**config.mk**
```make
export PLATFORM = sky130hd
export DESIGN_NAME = serial_deserializer
export DESIGN_NICKNAME = d
export VERILOG_FILES = /design/src/rtl/deser_pkg.sv /design/src/rtl/deser_bit_counter.sv /design/src/rtl/serial_deserializer.sv
export SDC_FILE = /design/constraint.sdc
export NUM_CORES = 1
export LEC_CHECK = 0
export CORE_UTILIZATION = 40
export CTS_BUF_LIST = sky130_fd_sc_hd__clkbuf_8
export CTS_CLUSTER_DIAMETER = 80
export DETAILED_ROUTE_END_ITERATION = 16
export GPL_TIMING_DRIVEN = 0
export PLACE_DENSITY = 0.61
export SLEW_MARGIN = 15
export SYNTH_ARGS = -nofsm -noshare
export SYNTH_HDL_FRONTEND = slang
export SYNTH_SLANG_ARGS = --single-unit
export TNS_END_PERCENT = 5
```
**constraint.sdc**
```tcl
create_clock -name clk -period 2.9 [get_ports clk]
set_clock_uncertainty 0.15 [all_clocks]
set_input_delay 0.58 -clock clk [delete_from_list [all_inputs] [get_ports clk]]
set_output_delay 0.58 -clock clk [all_outputs]
set_load 0.02 [all_outputs]
```
**src/rtl/deser_pkg.sv**
```systemverilog
// Shared types and frame-length helpers for the serial deserializer.
// Frame length grows by one parity bit when DESER_PARITY_EN is defined.
package deser_pkg;

  localparam int DESER_WIDTH = 8;

  typedef logic [$clog2(DESER_WIDTH+2)-1:0] cnt_t;

  function automatic int frame_len(input int width);
`ifdef DESER_PARITY_EN
    return width + 1;
`else
    return width;
`endif
  endfunction

  function automatic int cnt_bits(input int width);
    return $clog2(width + 2);
  endfunction

endpackage

```
**src/rtl/deser_bit_counter.sv**
```systemverilog
// Frame bit counter: advances on each qualified bit, wraps after the last one,
// and a sync pulse restarts the frame (the coincident bit becomes bit 0).
module deser_bit_counter
  import deser_pkg::*;
#(
  parameter  int WIDTH = 8,
  localparam int CW    = cnt_bits(WIDTH)
) (
  input  logic          clk,
  input  logic          rst,
  input  logic          i_adv,
  input  logic          i_sync,
  output logic [CW-1:0] o_count,
  output logic          o_last_bit
);

  localparam int FL = frame_len(WIDTH);

  logic [CW-1:0] r_count;
  logic [CW-1:0] w_count_next;
  logic          w_last_bit;

  always_ff @(posedge clk or posedge rst) begin
    if (rst) begin
      r_count <= '0;
    end else begin
      r_count <= w_count_next;
    end
  end

  // WIDTH >= 2 guarantees a sync-started frame can never be complete on the sync edge.
  always_comb begin
    w_count_next = r_count;
    w_last_bit   = 1'b0;
    if (i_sync) begin
      w_count_next = i_adv ? CW'(1) : '0;
    end else if (i_adv) begin
      if (r_count == CW'(FL - 1)) begin
        w_count_next = '0;
        w_last_bit   = 1'b1;
      end else begin
        w_count_next = r_count + CW'(1);
      end
    end
  end

  assign o_count    = r_count;
  assign o_last_bit = w_last_bit;

endmodule

```
**src/rtl/serial_deserializer.sv**
```systemverilog
// Serial-to-parallel word assembler with a one-word valid/ready output buffer
// and sticky overrun flag. Optional even parity via DESER_PARITY_EN.
module serial_deserializer
  import deser_pkg::*;
#(
  parameter  int WIDTH     = 8,
  parameter  bit MSB_FIRST = 1'b0,
  localparam int CW        = cnt_bits(WIDTH)
) (
  input  logic             clk,
  input  logic             rst,
  input  logic             data_in,
  input  logic             bit_valid_in,
  input  logic             sync_in,
  output logic [WIDTH-1:0] word_out,
  output logic             word_valid,
  input  logic             word_ready,
  output logic             overrun,
  input  logic             clr_overrun,
  output logic             parity_err
);

  logic [CW-1:0]    w_count;
  logic             w_last_bit;
  logic [WIDTH-1:0] w_base;
  logic [WIDTH-1:0] w_shifted;
  logic [WIDTH-1:0] w_word;
  logic             w_data_bit;
  logic             w_load;

  logic [WIDTH-1:0] r_shift;
  logic [WIDTH-1:0] r_word;
  logic             r_valid;
  logic             r_overrun;

  deser_bit_counter #(.WIDTH(WIDTH)) u_counter (
    .clk       (clk),
    .rst       (rst),
    .i_adv     (bit_valid_in),
    .i_sync    (sync_in),
    .o_count   (w_count),
    .o_last_bit(w_last_bit)
  );

  // Sync discards the partial word, so the incoming bit shifts into a clean register.
  assign w_base     = sync_in ? '0 : r_shift;
  assign w_shifted  = MSB_FIRST ? {w_base[WIDTH-2:0], data_in}
                                : {data_in, w_base[WIDTH-1:1]};
  // Only data positions shift; a trailing parity bit never enters the word.
  assign w_data_bit = sync_in || (w_count < CW'(WIDTH));
  assign w_load     = w_last_bit && (!r_valid || word_ready);

  always_ff @(posedge clk or posedge rst) begin
    if (rst) begin
      r_shift <= '0;
    end else if (sync_in && !bit_valid_in) begin
      r_shift <= '0;
    end else if (bit_valid_in && w_data_bit) begin
      r_shift <= w_shifted;
    end
  end

  always_ff @(posedge clk or posedge rst) begin
    if (rst) begin
      r_word  <= '0;
      r_valid <= 1'b0;
    end else if (w_load) begin
      r_word  <= w_word;
      r_valid <= 1'b1;
    end else if (r_valid && word_ready) begin
      r_valid <= 1'b0;
    end
  end

  always_ff @(posedge clk or posedge rst) begin
    if (rst) begin
      r_overrun <= 1'b0;
    end else if (w_last_bit && r_valid && !word_ready) begin
      r_overrun <= 1'b1;
    end else if (clr_overrun) begin
      r_overrun <= 1'b0;
    end
  end

`ifdef DESER_PARITY_EN
  logic r_par;
  logic r_perr;

  // With parity the data bits are complete before the last (parity) edge.
  assign w_word = r_shift;

  always_ff @(posedge clk or posedge rst) begin
    if (rst) begin
      r_par <= 1'b0;
    end else if (sync_in) begin
      r_par <= bit_valid_in & data_in;
    end else if (bit_valid_in) begin
      r_par <= w_last_bit ? 1'b0 : (r_par ^ data_in);
    end
  end

  always_ff @(posedge clk or posedge rst) begin
    if (rst) begin
      r_perr <= 1'b0;
    end else if (w_load) begin
      r_perr <= r_par ^ data_in;
    end
  end

  assign parity_err = r_perr;
`else
  assign w_word     = w_shifted;
  assign parity_err = 1'b0;
`endif

  assign word_out   = r_word;
  assign word_valid = r_valid;
  assign overrun    = r_overrun;

endmodule

```
## Word-level counts from Yosys, hierarchy flattened

Cells that the tools add are included.

- Register bits after elaboration: 22
- Bits of input ports: 7
- Logic and storage cells: 37

- $add $sub $neg: 1
- $lt $le $gt $ge: 1
- Equal/unequal tests: 1
- Muxes and demuxes: 14
- Reduce and logical (&&, ||, !) cells: 15

Operators with widths:

| operator | count |
|---|---|
| two-way mux 8 bit | 3 |
| two-way mux 4 bit | 3 |
| two-way mux 1 bit | 8 |
| nonzero test 2 bit | 4 |
| logical AND 1 bit | 6 |
| adder 4 x 1 -> 4 bit (second input constant) | 1 |
| == test 4 x 3 -> 1 bit (second input constant) | 1 |
| < comparator 4 bit (second input constant) | 1 |
| logical NOT 1 bit | 3 |
| logical OR 1 bit | 2 |

## Longest topological paths before layout

- Word-level depth: 7
- Depth in mapped cells: 5
- Mapped depth without buffers: 4

## Modules after synthesis

A second synthesis with hierarchy kept.

- Cell total of the unflattened synthesis: 85
- Area, all modules: 964.7 µm²

By module, submodules not included:

| module | instances | cells an instance | area each (µm²) | seq. area each (µm²) |
|---|---|---|---|---|
| serial_deserializer | 1 | 66 | 763.2 | 425.4 |
| deser_bit_counter | 1 | 19 | 201.4 | 100.1 |

## Worst setup path before layout

Ideal clock, no wire load.

- Kind: input to register
- Start point: input bit_valid_in
- End point: register r_word[7], in the netlist word_out[7]
- Arrival time: 1.641 ns
- Setup slack: 0.984 ns
- Cell stages on the path: 5
- Buffers on the path: 2
- Cells stage by stage: buf_6 > nand2b_4 > buf_6 > nor4b_4 > mux2_2

- Cells in the longest elaborated chain, start to end: 3

Ends and longest elaborated chain:

| item | RTL line | text |
|---|---|---|
| start: declaration | serial_deserializer.sv:13 | `input logic bit_valid_in,` |
| two-way mux 1 bit | deser_bit_counter.sv:37 | `end else if (i_adv) begin` |
| two-way mux 1 bit | deser_bit_counter.sv:35 | `if (i_sync) begin` |
| logical AND 1 bit | serial_deserializer.sv:51 | `assign w_load = w_last_bit && (!r_valid \|\| word_ready);` |
| end signal: assignment | serial_deserializer.sv:68 | `r_word <= w_word;` |
| end: declaration | serial_deserializer.sv:32 | `logic [WIDTH-1:0] r_word;` |

Every way passes these cells.
A chain may end at the register's enable or synchronous reset.

## Final worst setup path

- Start point: input word_ready
- End point: register r_word[7], in the netlist word_out[7]

- Cells in the longest elaborated chain, start to end: 2

Ends and longest elaborated chain:

| item | RTL line | text |
|---|---|---|
| start: declaration | serial_deserializer.sv:17 | `input logic word_ready,` |
| logical OR 1 bit | serial_deserializer.sv:51 |  |
| logical AND 1 bit | serial_deserializer.sv:51 |  |

Every way passes these cells.

==> impl_metrics.tcl <==
set metrics [dict create \
    syn2layout_area_growth_pct 25.4 \
    grt_max_degree 22 \
    hold_class "register to register" \
    ys_warn_count 0 \
    grt_pass1_wl_um 2590 \
    pwr_density_cell_nw_per_um2 478 \
    cts_sinks 21 \
    diodes 0 \
    num_rows 16 \
    grt_util_met1 0.188 \
    final_layout_size_suffix_gt1_frac 0.196 \
    drc_errors 0 \
    nets 106 \
    met2_usage 0.209 \
    syn-cell-area_sq_um 907 \
    slew_violations 0 \
    gp_congestion 0.747 \
    synth_seq_cells 21 \
    setup_violations 0 \
    end_kind "register" \
    dieHeight_um 49.6 \
    ff2ff_setup_slack_ps 950 \
    peakVddDrop_v 0.000266 \
    crit_path_start_kind "primary input" \
    fin_hold_ws_ps 357 \
    postCtsSetupBuffers 0 \
    fill_cells 204 \
    outcome "finished clean" \
    crit_path_start "word_ready" \
    cp-endpoint "word_out[7]" \
    busiest_layer "met2" \
    grt-ovfl-total 0 \
    syn-instance-count 78 \
    cp_max_fo 8 \
    antenna_found_initial 0 \
    final_common_cell "dfrtp_1" \
    final_antenna_net_count 0 \
    h-tree-depth 1 \
    cts_tree "built" \
    cp.arrival_ps 2100 \
    worst_r2r_path_depth 4 \
    leakagePower_nw 0.521 \
    maxSlewHeadroom 0.476 \
    syn_area_per_cell_sq_um 11.6 \
    clk_latency_ps 260 \
    reg2reg_to "word_out[7]" \
    required_ps 2890 \
    port_buffers 15 \
    register_area_sq_um 526 \
    coreArea_sq_um 2040 \
    io_pins 18 \
    post_cts_resized 0 \
    clock-root-buffer "clkbuf_8" \
    timing_worst_slew_pin_value_ps 784 \
    dr.first_iter.drc_count 6 \
    finalHoldViolCount 0 \
    final.period_utilization 0.726 \
    grt_use_met3 0.0340 \
    post_drt_wl_per_cell_um 11.6 \
    timing.rr.start "u_counter.o_count[0]" \
    final_cell_mix "dfrtp_1, nand2_1, clkdlybuf4s50_1" \
    grt_usage 0.138 \
    dp_hpwl_um 980 \
    routed_wl_um 1440 \
    cts_buffers 3 \
    yosysUniqueCellTypes 23 \
    multi_input_area_sq_um 337 \
    period_minus_slack_ps 2100 \
    clockBufferDepth 2 \
    cts_hold_buf 0 \
    dr.pass1.iters 2 \
    num_vias 587 \
    fin_setup_tns_ps 0 \
    drv_cap 0 \
    path_class "primary input to register" \
    start_util 0.444 \
    seq_area_frac_synth 0.579 \
    die-area_sq_um 2460 \
    clk_pin_slew_ps 80 \
    grt_pass1_vias 562 \
    fp.dieW_um 49.6 \
    via_per_inst 4.73 \
    synth_nets 86 \
    rsz0062_at_grt "false" \
    max_freq_mhz 475 \
]
## synthesized netlist by cell type (all sizes together)
cell / n / share of area
nand2: 17 / 0.070
mux2: 8 / 0.099
xor2: 1 / 0.0097
nor4b: 1 / 0.026
inv: 3 / 0.012
or3: 2 / 0.015
dfrtp: 21 / 0.58
a21oi: 8 / 0.044
clkbuf: 1 / 0.0041
o22ai: 1 / 0.0069
nand2b: 3 / 0.029
conb: 1 / 0.0041
nand4: 1 / 0.0069
nor2: 2 / 0.0083
buf: 3 / 0.033
ha: 1 / 0.014
xnor2: 1 / 0.0097
a31o: 1 / 0.0097
nor2b: 1 / 0.0069
mux2i: 1 / 0.011
## per-layer routing
layer  up-vias  wire length (um)
li1        298                 -
met1       273               725
met2        14               639
met3         2                55
met4         0                14
met5         -                 0
## layout make-up
| type | instances | share of cell area |
|---|---|---|
| Clock inverter | 1 | 0.00440 |
| Inverter | 3 | 0.00990 |
| Tap cell | 27 | 0.0297 |
| Timing Repair Buffer | 15 | 0.132 |
| Clock buffer | 3 | 0.0363 |
| Buffer | 4 | 0.0297 |
| Sequential cell | 21 | 0.462 |
| Multi-Input combinational cell | 50 | 0.296 |
## cells by family (layout without fill, tap and decap cells)
group | after synthesis | in the layout | share of synthesized area
simple gates | 27 | 27 | 0.163
other cells | 1 | 1 | 0.00413
fa+ha+maj | 1 | 1 | 0.0138
buf+inv | 7 | 26 | 0.0497
xor+xnor | 2 | 2 | 0.0193
compound gates | 10 | 10 | 0.0607
mux | 9 | 9 | 0.110
flops | 21 | 21 | 0.579
## flip-flops by register name, summed over array words and instances (netlist names)
signal	count
word_out	8
overrun	1
word_valid	1
r_shift	7
u_counter.o_count	4
## per-stage QoR
stage                     instance area, sq um  utilization  power (mW)  setup WS, ps  std cells
after floorplan                            907            -       0.344           984         78
after global placement                    1090        0.534       0.361           498        120
after detailed placement                  1090        0.534       0.362           487        120
after CTS                                 1140        0.557       0.553           755        124
after global routing                      1140        0.557       0.570           697        124
final                                     1140        0.557       0.544           795        124
## critical path, cell delays in order
cell	delay (ps)
clkdlybuf4s50_1	450
nand2b_1	140
nor4b_4	520
mux2_2	400
## worst min path at each step
stage / startpoint / to / slack [ps] / cells after the start
2_1_floorplan: r_shift[1] / word_out[0] / 330 / 1
3_3_place_gp: word_out[0] / word_out[0] / 340 / 1
3_5_place_dp: word_out[3] / word_out[3] / 350 / 1
4_1_cts: word_out[3] / word_out[3] / 360 / 1
5_1_grt: word_out[1] / word_out[1] / 380 / 1
6_report: word_out[0] / word_out[0] / 360 / 1
## report_power, final
group | switching (mW) | internal [mW] | total (mW)
Combinational | 0.0258 | 0.0227 | 0.0485
Clock | 0.0924 | 0.0955 | 0.188
Sequential | 0.00654 | 0.301 | 0.307
Total | 0.125 | 0.419 | 0.544
No activity file was read; power rests on OpenSTA's default activity.
